===== src/rtl/rx_correlation_unit_mc.sv =====
// Multi-channel RX chip correlator: per-channel ternary-weighted accumulation over CHIP_LEN samples.
// Optional output clamping with saturation flags when RX_CORR_SAT_EN is defined (default: wrap, osat=0).

module rx_corr_lane #(
  parameter int SAMPLE_W = 16,
  parameter int OUT_W    = 17,
  parameter int ACC_W    = 21
) (
  input  logic                       crx_clk,
  input  logic                       rrx_rst_n,
  input  logic                       clr,
  input  logic                       step,
  input  logic                       first,
  input  logic                       last,
  input  logic                       commit,
  input  logic                       pos_w,
  input  logic                       neg_w,
  input  logic signed [SAMPLE_W-1:0] sample,
  output logic        [OUT_W-1:0]    result,
  output logic                       sat
);
  logic signed [ACC_W-1:0] acc, sx, term, fin;
  logic        [OUT_W-1:0] red;
  logic                    clip;

  // Widen before negating so the most negative sample negates exactly.
  assign sx   = {{(ACC_W-SAMPLE_W){sample[SAMPLE_W-1]}}, sample};
  assign term = pos_w ? sx : (neg_w ? -sx : '0);
  assign fin  = (first ? '0 : acc) + term;

`ifdef RX_CORR_SAT_EN
  localparam logic signed [ACC_W-1:0] MAXV = ACC_W'((longint'(1) <<< (OUT_W-1)) - longint'(1));
  localparam logic signed [ACC_W-1:0] MINV = ACC_W'(-(longint'(1) <<< (OUT_W-1)));
  always_comb begin
    red  = fin[OUT_W-1:0];
    clip = 1'b0;
    if (fin > MAXV) begin
      red  = MAXV[OUT_W-1:0];
      clip = 1'b1;
    end else if (fin < MINV) begin
      red  = MINV[OUT_W-1:0];
      clip = 1'b1;
    end
  end
`else
  assign red  = fin[OUT_W-1:0];
  assign clip = 1'b0;
`endif

  always_ff @(posedge crx_clk or negedge rrx_rst_n) begin
    if (!rrx_rst_n) begin
      acc    <= '0;
      result <= '0;
      sat    <= 1'b0;
    end else begin
      if (clr)       acc <= '0;
      else if (step) acc <= last ? '0 : fin;
      if (commit) begin
        result <= red;
        sat    <= clip;
      end
    end
  end
endmodule

module rx_correlation_unit_mc #(
  parameter int          SAMPLE_W        = 16,
  parameter int          NUM_CH          = 2,
  parameter int          CHIP_LEN        = 10,
  parameter logic [63:0] POS_MASK        = 64'h380,
  parameter logic [63:0] NEG_MASK        = 64'h01C,
  parameter int          SAMPLE_POSITION = 0,
  parameter int          OUT_W           = 17,
  localparam int         PH_W            = $clog2(CHIP_LEN),
  localparam int         ACC_W           = SAMPLE_W + $clog2(CHIP_LEN) + 1
) (
  input  logic                       crx_clk,
  input  logic                       rrx_rst_n,
  input  logic                       erx_en,
  input  logic                       inew_sample_trig,
  input  logic [NUM_CH*SAMPLE_W-1:0] isample_bus,
  input  logic                       iphase_load,
  input  logic [PH_W-1:0]            iphase_value,
  output logic [PH_W-1:0]            ophase,
  output logic                       ochip_valid,
  output logic [NUM_CH*OUT_W-1:0]    oresult_bus,
  output logic [NUM_CH-1:0]          osat
);
  localparam logic [PH_W-1:0] PH_LAST = PH_W'(CHIP_LEN - 1);

  logic chip_ok;  // current chip has been enabled since its start (or a load/reset)
  logic first, last, step, clr, commit, pos_w, neg_w, load_ok;

  assign first   = (ophase == '0);
  assign last    = (ophase == PH_LAST);
  assign step    = inew_sample_trig & erx_en & ~iphase_load;
  assign clr     = iphase_load | ~erx_en;
  assign commit  = step & last & chip_ok;
  assign pos_w   = POS_MASK[ophase] & ~NEG_MASK[ophase];
  assign neg_w   = NEG_MASK[ophase] & ~POS_MASK[ophase];
  assign load_ok = 32'(iphase_value) < 32'(CHIP_LEN);

  always_ff @(posedge crx_clk or negedge rrx_rst_n) begin
    if (!rrx_rst_n) begin
      ophase      <= PH_W'(SAMPLE_POSITION);
      chip_ok     <= 1'b1;
      ochip_valid <= 1'b0;
    end else begin
      ochip_valid <= commit;
      if (iphase_load) begin
        ophase  <= load_ok ? iphase_value : '0;
        chip_ok <= 1'b1;
      end else begin
        if (inew_sample_trig) ophase <= last ? '0 : ophase + 1'b1;
        if (!erx_en)                          chip_ok <= 1'b0;
        else if (inew_sample_trig && first)   chip_ok <= 1'b1;
      end
    end
  end

  for (genvar c = 0; c < NUM_CH; c++) begin : g_lane
    rx_corr_lane #(.SAMPLE_W(SAMPLE_W), .OUT_W(OUT_W), .ACC_W(ACC_W)) u_lane (
      .crx_clk  (crx_clk),
      .rrx_rst_n(rrx_rst_n),
      .clr      (clr),
      .step     (step),
      .first    (first),
      .last     (last),
      .commit   (commit),
      .pos_w    (pos_w),
      .neg_w    (neg_w),
      .sample   (isample_bus[c*SAMPLE_W +: SAMPLE_W]),
      .result   (oresult_bus[c*OUT_W +: OUT_W]),
      .sat      (osat[c])
    );
  end
endmodule


===== config.mk =====
export PLATFORM = sky130hd
export DESIGN_NAME = rx_correlation_unit_mc
export DESIGN_NICKNAME = d
export VERILOG_FILES = /design/src/rtl/rx_correlation_unit_mc.sv
export SDC_FILE = /design/constraint.sdc
export NUM_CORES = 1
export LEC_CHECK = 0
export CAP_MARGIN = 20
export CORE_UTILIZATION = 55
export DETAILED_ROUTE_END_ITERATION = 8
export GPL_TIMING_DRIVEN = 0
export PLACE_DENSITY = 0.88
export SKIP_CTS_REPAIR_TIMING = 1
export SLEW_MARGIN = 20
export SYNTH_ARGS = -nofsm -noshare
export SYNTH_HDL_FRONTEND = slang
export SYNTH_SLANG_ARGS = --single-unit

===== constraint.sdc =====
create_clock -name crx_clk -period 4.8 [get_ports crx_clk]
set_input_delay 0.72 -clock crx_clk [delete_from_list [all_inputs] [get_ports crx_clk]]
set_output_delay 0.72 -clock crx_clk [all_outputs]
set_load 0.02 [all_outputs]

== Word-level counts from Yosys, hierarchy flattened ==
Memory sizes are Yosys's and may differ from the RTL's.
Cells that the tools add are included.

* Add/subtract/negate cells: 5
* Magnitude comparators: 2
* Eq/ne operators: 2
* Multiplexer cells: 21
* Bitwise operators: 11
* Reductions and logical operators: 4

{| class="wikitable"
|+ Operators by type and width
! operator !! number
|-
| $mux W21 || 12
|-
| $add A21 B21 Y21 || 2
|-
| $neg A21 Y21 || 2
|-
| $mux W4 || 4
|-
| $lt A4 B7 Y1 const B || 1
|-
| $and A1 B1 Y1 || 6
|-
| $mux W1 || 5
|-
| $add A4 B1 Y4 const B || 1
|-
| $eq A4 B4 Y1 const B || 1
|-
| $logic_not A4 Y1 || 1
|-
| $lt A4 B4 Y1 const B || 1
|-
| $not A1 Y1 || 4
|-
| $reduce_bool A2 Y1 || 2
|-
| $ne A3 B1 Y1 const B || 1
|-
| $logic_and A1 B1 Y1 || 1
|-
| $or A1 B1 Y1 || 1
|}

* Register bits: 82
* ROM bits: 32
* Input bits: 41
* Output and inout bits: 41
* Word-level logic and storage cells: 54
* Memories: 2

{| class="wikitable"
|+ Memory list
! memory !! words !! width !! rd ports !! clocked after memory_dff !! write ports !! RTL line !! RTL
|-
| (no name shown) || 16 || 1 || 1 || 0 || 0 || 100 || <nowiki>assign neg_w = NEG_MASK[ophase] & ~POS_MASK[ophase];</nowiki>
|-
| (no name shown) || 16 || 1 || 1 || 0 || 0 || 100 ||
|}

== Depth between registers and ports, before layout ==
Gate-level depths: netlist of run 1.

* Depth in word-level cells: 10
* Mapped depth: 19
* Mapped depth without buffers: 17

== Modules after synthesis ==
A second synthesis of run 1 with hierarchy kept.

* Cells, all modules: 682
* Area total of the unflattened synthesis: 6038.3 um2

{| class="wikitable"
|+ Modules (own cells, without submodules)
! module !! times used !! cells each !! area each (um2) !! sequential area each (um2)
|-
| rx_corr_lane (g_lane[1].u_lane) || 1 || 306 || 2806.4 || 850.8
|-
| rx_corr_lane (g_lane[0].u_lane) || 1 || 325 || 2791.4 || 850.8
|-
| rx_correlation_unit_mc || 1 || 51 || 440.4 || 151.4
|}

== Worst setup path after synthesis of run 1 ==
No wires, ideal clock.

* Kind: register to register
* Start point: reg ophase[1]
* End point: reg g_lane[0].u_lane.result[13]
* Setup time: 0.125 ns
* Arrival time: 4.195 ns
* Slack: 0.481 ns
* Stages on the path, launching flop included: 19
* Path buffers: 3
* Clock period less this slack: 4.319 ns
* Cells stage by stage: dfrtp_1 > clkbuf_1 > and2_1 > ha_1 > nor2_1 > o21ai_0 > clkbuf_1 > clkbuf_1 > o21ai_0 > nand2_1 > o21ai_0 > ha_1 > a21oi_1 > o31ai_1 > a2111oi_2 > nor3_1 > a2111oi_0 > xnor2_1 > mux2_2

* Longest elaborated chain between the ends: 7

{| class="wikitable"
|+ RTL lines
! what !! RTL line !! RTL
|-
| start, declared || 84 || <nowiki>output logic [PH_W-1:0] ophase,</nowiki>
|-
| start signal, assigned || 105 || <nowiki>ophase <= PH_W'(SAMPLE_POSITION);</nowiki>
|-
| start signal, assigned || 111 || <nowiki>ophase <= load_ok ? iphase_value : '0;</nowiki>
|-
| start signal, assigned || 114 || <nowiki>if (inew_sample_trig) ophase <= last ? '0 : ophase + 1'b1;</nowiki>
|-
| $mem_v2 Z16 W1 || - ||
|-
| $mux W1 (not written as such) || 100 ||
|-
| $not A1 Y1 || 100 ||
|-
| $and A1 B1 Y1 || 100 ||
|-
| $mux W21 (2 in a row) || 28 || <nowiki>assign term = pos_w ? sx : (neg_w ? -sx : '0);</nowiki>
|-
| $add A21 B21 Y21 || 29 || <nowiki>assign fin = (first ? '0 : acc) + term;</nowiki>
|-
| end signal, assigned || 59 || <nowiki>result <= red;</nowiki>
|-
| end, declared || 19 || <nowiki>output logic [OUT_W-1:0] result,</nowiki>
|}

Several ways; a longest one is shown, not always the timed one. The select of a mux whose other input is x is not followed.
A chain may end at the register's enable or synchronous reset.

== Worst setup path in the final report of run 1 ==
* Start point: in isample_bus[1]
* End point: reg g_lane[0].u_lane.result[15]

* Longest elaborated chain between the ends: 4

{| class="wikitable"
|+ RTL lines
! what !! RTL line !! RTL
|-
| start, declared || 81 || <nowiki>input logic [NUM_CH*SAMPLE_W-1:0] isample_bus,</nowiki>
|-
| $neg A21 Y21 || 28 ||
|-
| $mux W21 || 28 ||
|-
| $mux W21 (*) || 28 ||
|-
| $add A21 B21 Y21 (*) || 29 ||
|}

Every way passes the cells marked *; elsewhere a longest branch is shown, timed or not.

==> metrics.txt, run 1 <==
Unique masters post-synth 58; Synth Flop Type dfrtp_1; final hold vios 0; GRT Overall Usage a little under a third; max capacitance violation total 0; # setup viols final 0; Die Y 101 um; post-synth top area share between 30 and 40%; largest net degree at the start of global routing 47; Avg Cell Area, Syn ~8.7 sq um; Pleak a little over 3 nW; CP Launch Type input port; Placement Setup Slack -246 ps; Final Non-Filler Cells between 800 and 900; I/O pin count 82; worst-case clock skew between 9 and 10 ps; total gr overflow 0; synthesis-to-finish area growth 24.4%; Starting DRT DRC Count approximately 430; FF+latch count, synth 74; DRT antenna net count 0; worst reg2reg setup slack roughly 220 ps; CP Data Required Time ~5100 ps; Core Util, Final roughly 70%; Critical Path Fanout Max 6; mapped cell area between 5000 and 6000 sq um; H-tree Lvls 3; area of the die 10200 sq um; total CTS buffers 9; status completed; fin crit period around 4700 ps; Slew @ Worst Pin between 800 and 900 ps; Clock Tree Root clkbuf_8; clock sink count 74; CTS tree done; clk buf depth 2; total power around 1.8 mW; Worst path max stage delay between 500 and 600 ps; first-pass GRT wire length approximately 25 mm; VDD IR-drop max between 0.15 and 0.2 mV; Slew Viols, Final 0; worst hold path type input port to asynchronous set/reset pin; fin crit share a little over nine tenths; Async SR Flop Fraction between 90% and 100%; RePlAce Congestion 1.00; Rel. slew slack between 40% and 50%; slowest CP cell or4b_1; leading post-synthesis cells by cell area dfrtp_1 34%, ha_1 8.2%, o21ai_0 7.4%; Mapped Cells ~620; vias in the first global route 5046; average vias per placed instance between 6 and 7; top post-synthesis cells by count 82 x nand2_1, 79 x o21ai_0, 73 x dfrtp_1; Rows 35; Port-buffer cells 79; HPWL Detailed about 11 mm; post-synthesis sequential area ratio 34.5%; EDFF count, synth 0; Worst-Skew Late Latency approximately 370 ps; antenna violations before repair 0; diode count 0; Clock transition at path regs 100 ps; drt first pass iters 6; f_max roughly 210 MHz; share of cells above drive strength 1 between 10% and 20%; starting density of the core between 50 and 60%; final setup margin between 100 and 150 ps; CP cell instances clkdlybuf4s50_1 -> inv_1 -> ha_1 -> or3b_4 -> or4b_1 -> or3_4 -> or3_4 -> nor2_1 -> o21ai_0 -> o21ai_0 -> ha_2 -> a21o_1 -> a221oi_1 -> o21ai_1 -> a21oi_2 -> xnor2_1 -> mux2_2; top cell type by total area after synthesis dfrtp_1; pwr dens between 200 and 300 nW/um^2; category of the most critical setup path input port to register; Setup TNS Final 0 ps; core area 9330 sq um; Die X-Extent 101 um; Inst Count DP a little over 800; Critical Path Source isample_bus[1]; yosys warns 0; final net count between 700 and 800; Arr. time, crit path between 4000 and 5000 ps; DRT Wirelength about 16 mm; r2r startpoint ophase[3]; count leader, synth nand2_1; via count 5279; Wirelength per Cell around 18 um; Setup crit end kind register; DRC 0; fillers around 720
## critical path: cells and delay by family
| family | cells | cell delay, ps |
|---|---|---|
| compound gates | 6 | 1010 |
| xor+xnor | 1 | 90 |
| fa+ha+maj | 2 | 520 |
| buf+inv | 2 | 590 |
| mux | 1 | 270 |
| simple gates | 5 | 1740 |
## cells by family after synthesis
logic type | share of synthesized area, %
DFF | 34.5
AOI/OAI and AO/OA | 24.5
muxes | 3.57
xor gates and xnor gates | 6.13
other | 0.0699
adders and majority gates | 8.91
buffers and inverters | 3.15
and+or+nand+nor | 19.1
## layer usage
metal	vias to the layer above	share of wire, %	GRT usage, %
li1	2438	-	-
met3	54	8.4	6.31
met4	0	3.7	16.2
met2	280	46	49.7
met1	2507	41	40.6
met5	-	0	0
## layout by cell type, fill, tap and decap left out, types with 5 or more instances in the layout
master / Yosys / layout
a211oi_1: 9 / 8
a21o_1: 16 / 16
a21oi_1: 33 / 32
a22o_1: 24 / 24
buf_4: 2 / 7
clkbuf_1: 27 / 21
clkbuf_2: 0 / 6
clkbuf_8: 0 / 9
clkdlybuf4s50_1: 0 / 78
dfrtp_1: 73 / 73
ha_1: 35 / 34
inv_1: 12 / 12
mux2_2: 17 / 17
nand2_1: 82 / 82
nand3_1: 5 / 5
nor2_1: 27 / 26
nor2b_1: 38 / 38
nor3_1: 12 / 12
nor3b_1: 6 / 5
nor4_1: 8 / 7
o21ai_0: 79 / 76
o31ai_1: 11 / 11
or3_4: 2 / 5
xnor2_1: 21 / 21
xor2_1: 14 / 14
## flip-flops by register name, summed over array words and instances, names as in the netlist
name and cells:
ochip_valid 1, chip_ok 1, ophase 4, g_lane.u_lane.result 34, g_lane.u_lane.acc 34
## stage by stage
stage	area, sq um	hold slack (ps)
after global routing	6680	289
after floorplan	5370	424
after detailed placement	6360	459
after global placement	6320	455
final	6680	260
after CTS	6570	272
## worst paths after layout
check,endpoint,depth (start not counted)
worst min register to register,g_lane[1].u_lane.result[1],2
min in group crx_clk,g_lane[1].u_lane.result[1],2
max in group asynchronous,ophase[3],2
worst max register to register,g_lane[0].u_lane.result[13],13
worst max-delay path,g_lane[0].u_lane.result[15],17
worst min-delay path,g_lane[0].u_lane.result[5],1
## report_power, final
part           total (mW)  leakage (nW)  switching (mW)  internal [mW]
Clock               0.540         0.104           0.289          0.251
Sequential          0.672          1.02          0.0192          0.653
Combinational       0.578          1.91           0.352          0.226
## area by class of cell
cell class / instances / area (sq um) / share of cell area (%)
buffer: 30 / 128 / 1.91
clock buffer: 9 / 124 / 1.86
timing repair buffer: 84 / 846 / 12.7
multi-input combinational: 501 / 3430 / 51.4
inverter: 13 / 48.8 / 0.731
sequential: 74 / 1850 / 27.8
clock inverter: 7 / 86.3 / 1.29
tap: 129 / 161 / 2.42
(Power assumes the default switching activity.)
==> run 2, diff against run 1 <==
--- a/config.mk
+++ b/config.mk
@@ -5,6 +5,7 @@
 export SDC_FILE = /design/constraint.sdc
 export NUM_CORES = 1
 export LEC_CHECK = 0
+export ABC_CLOCK_PERIOD_IN_PS = 4800
 export CAP_MARGIN = 20
 export CORE_UTILIZATION = 55
 export DETAILED_ROUTE_END_ITERATION = 8
==> results of run 2 <==
The final DEF is identical to that of run 1; final timing and power are the same.
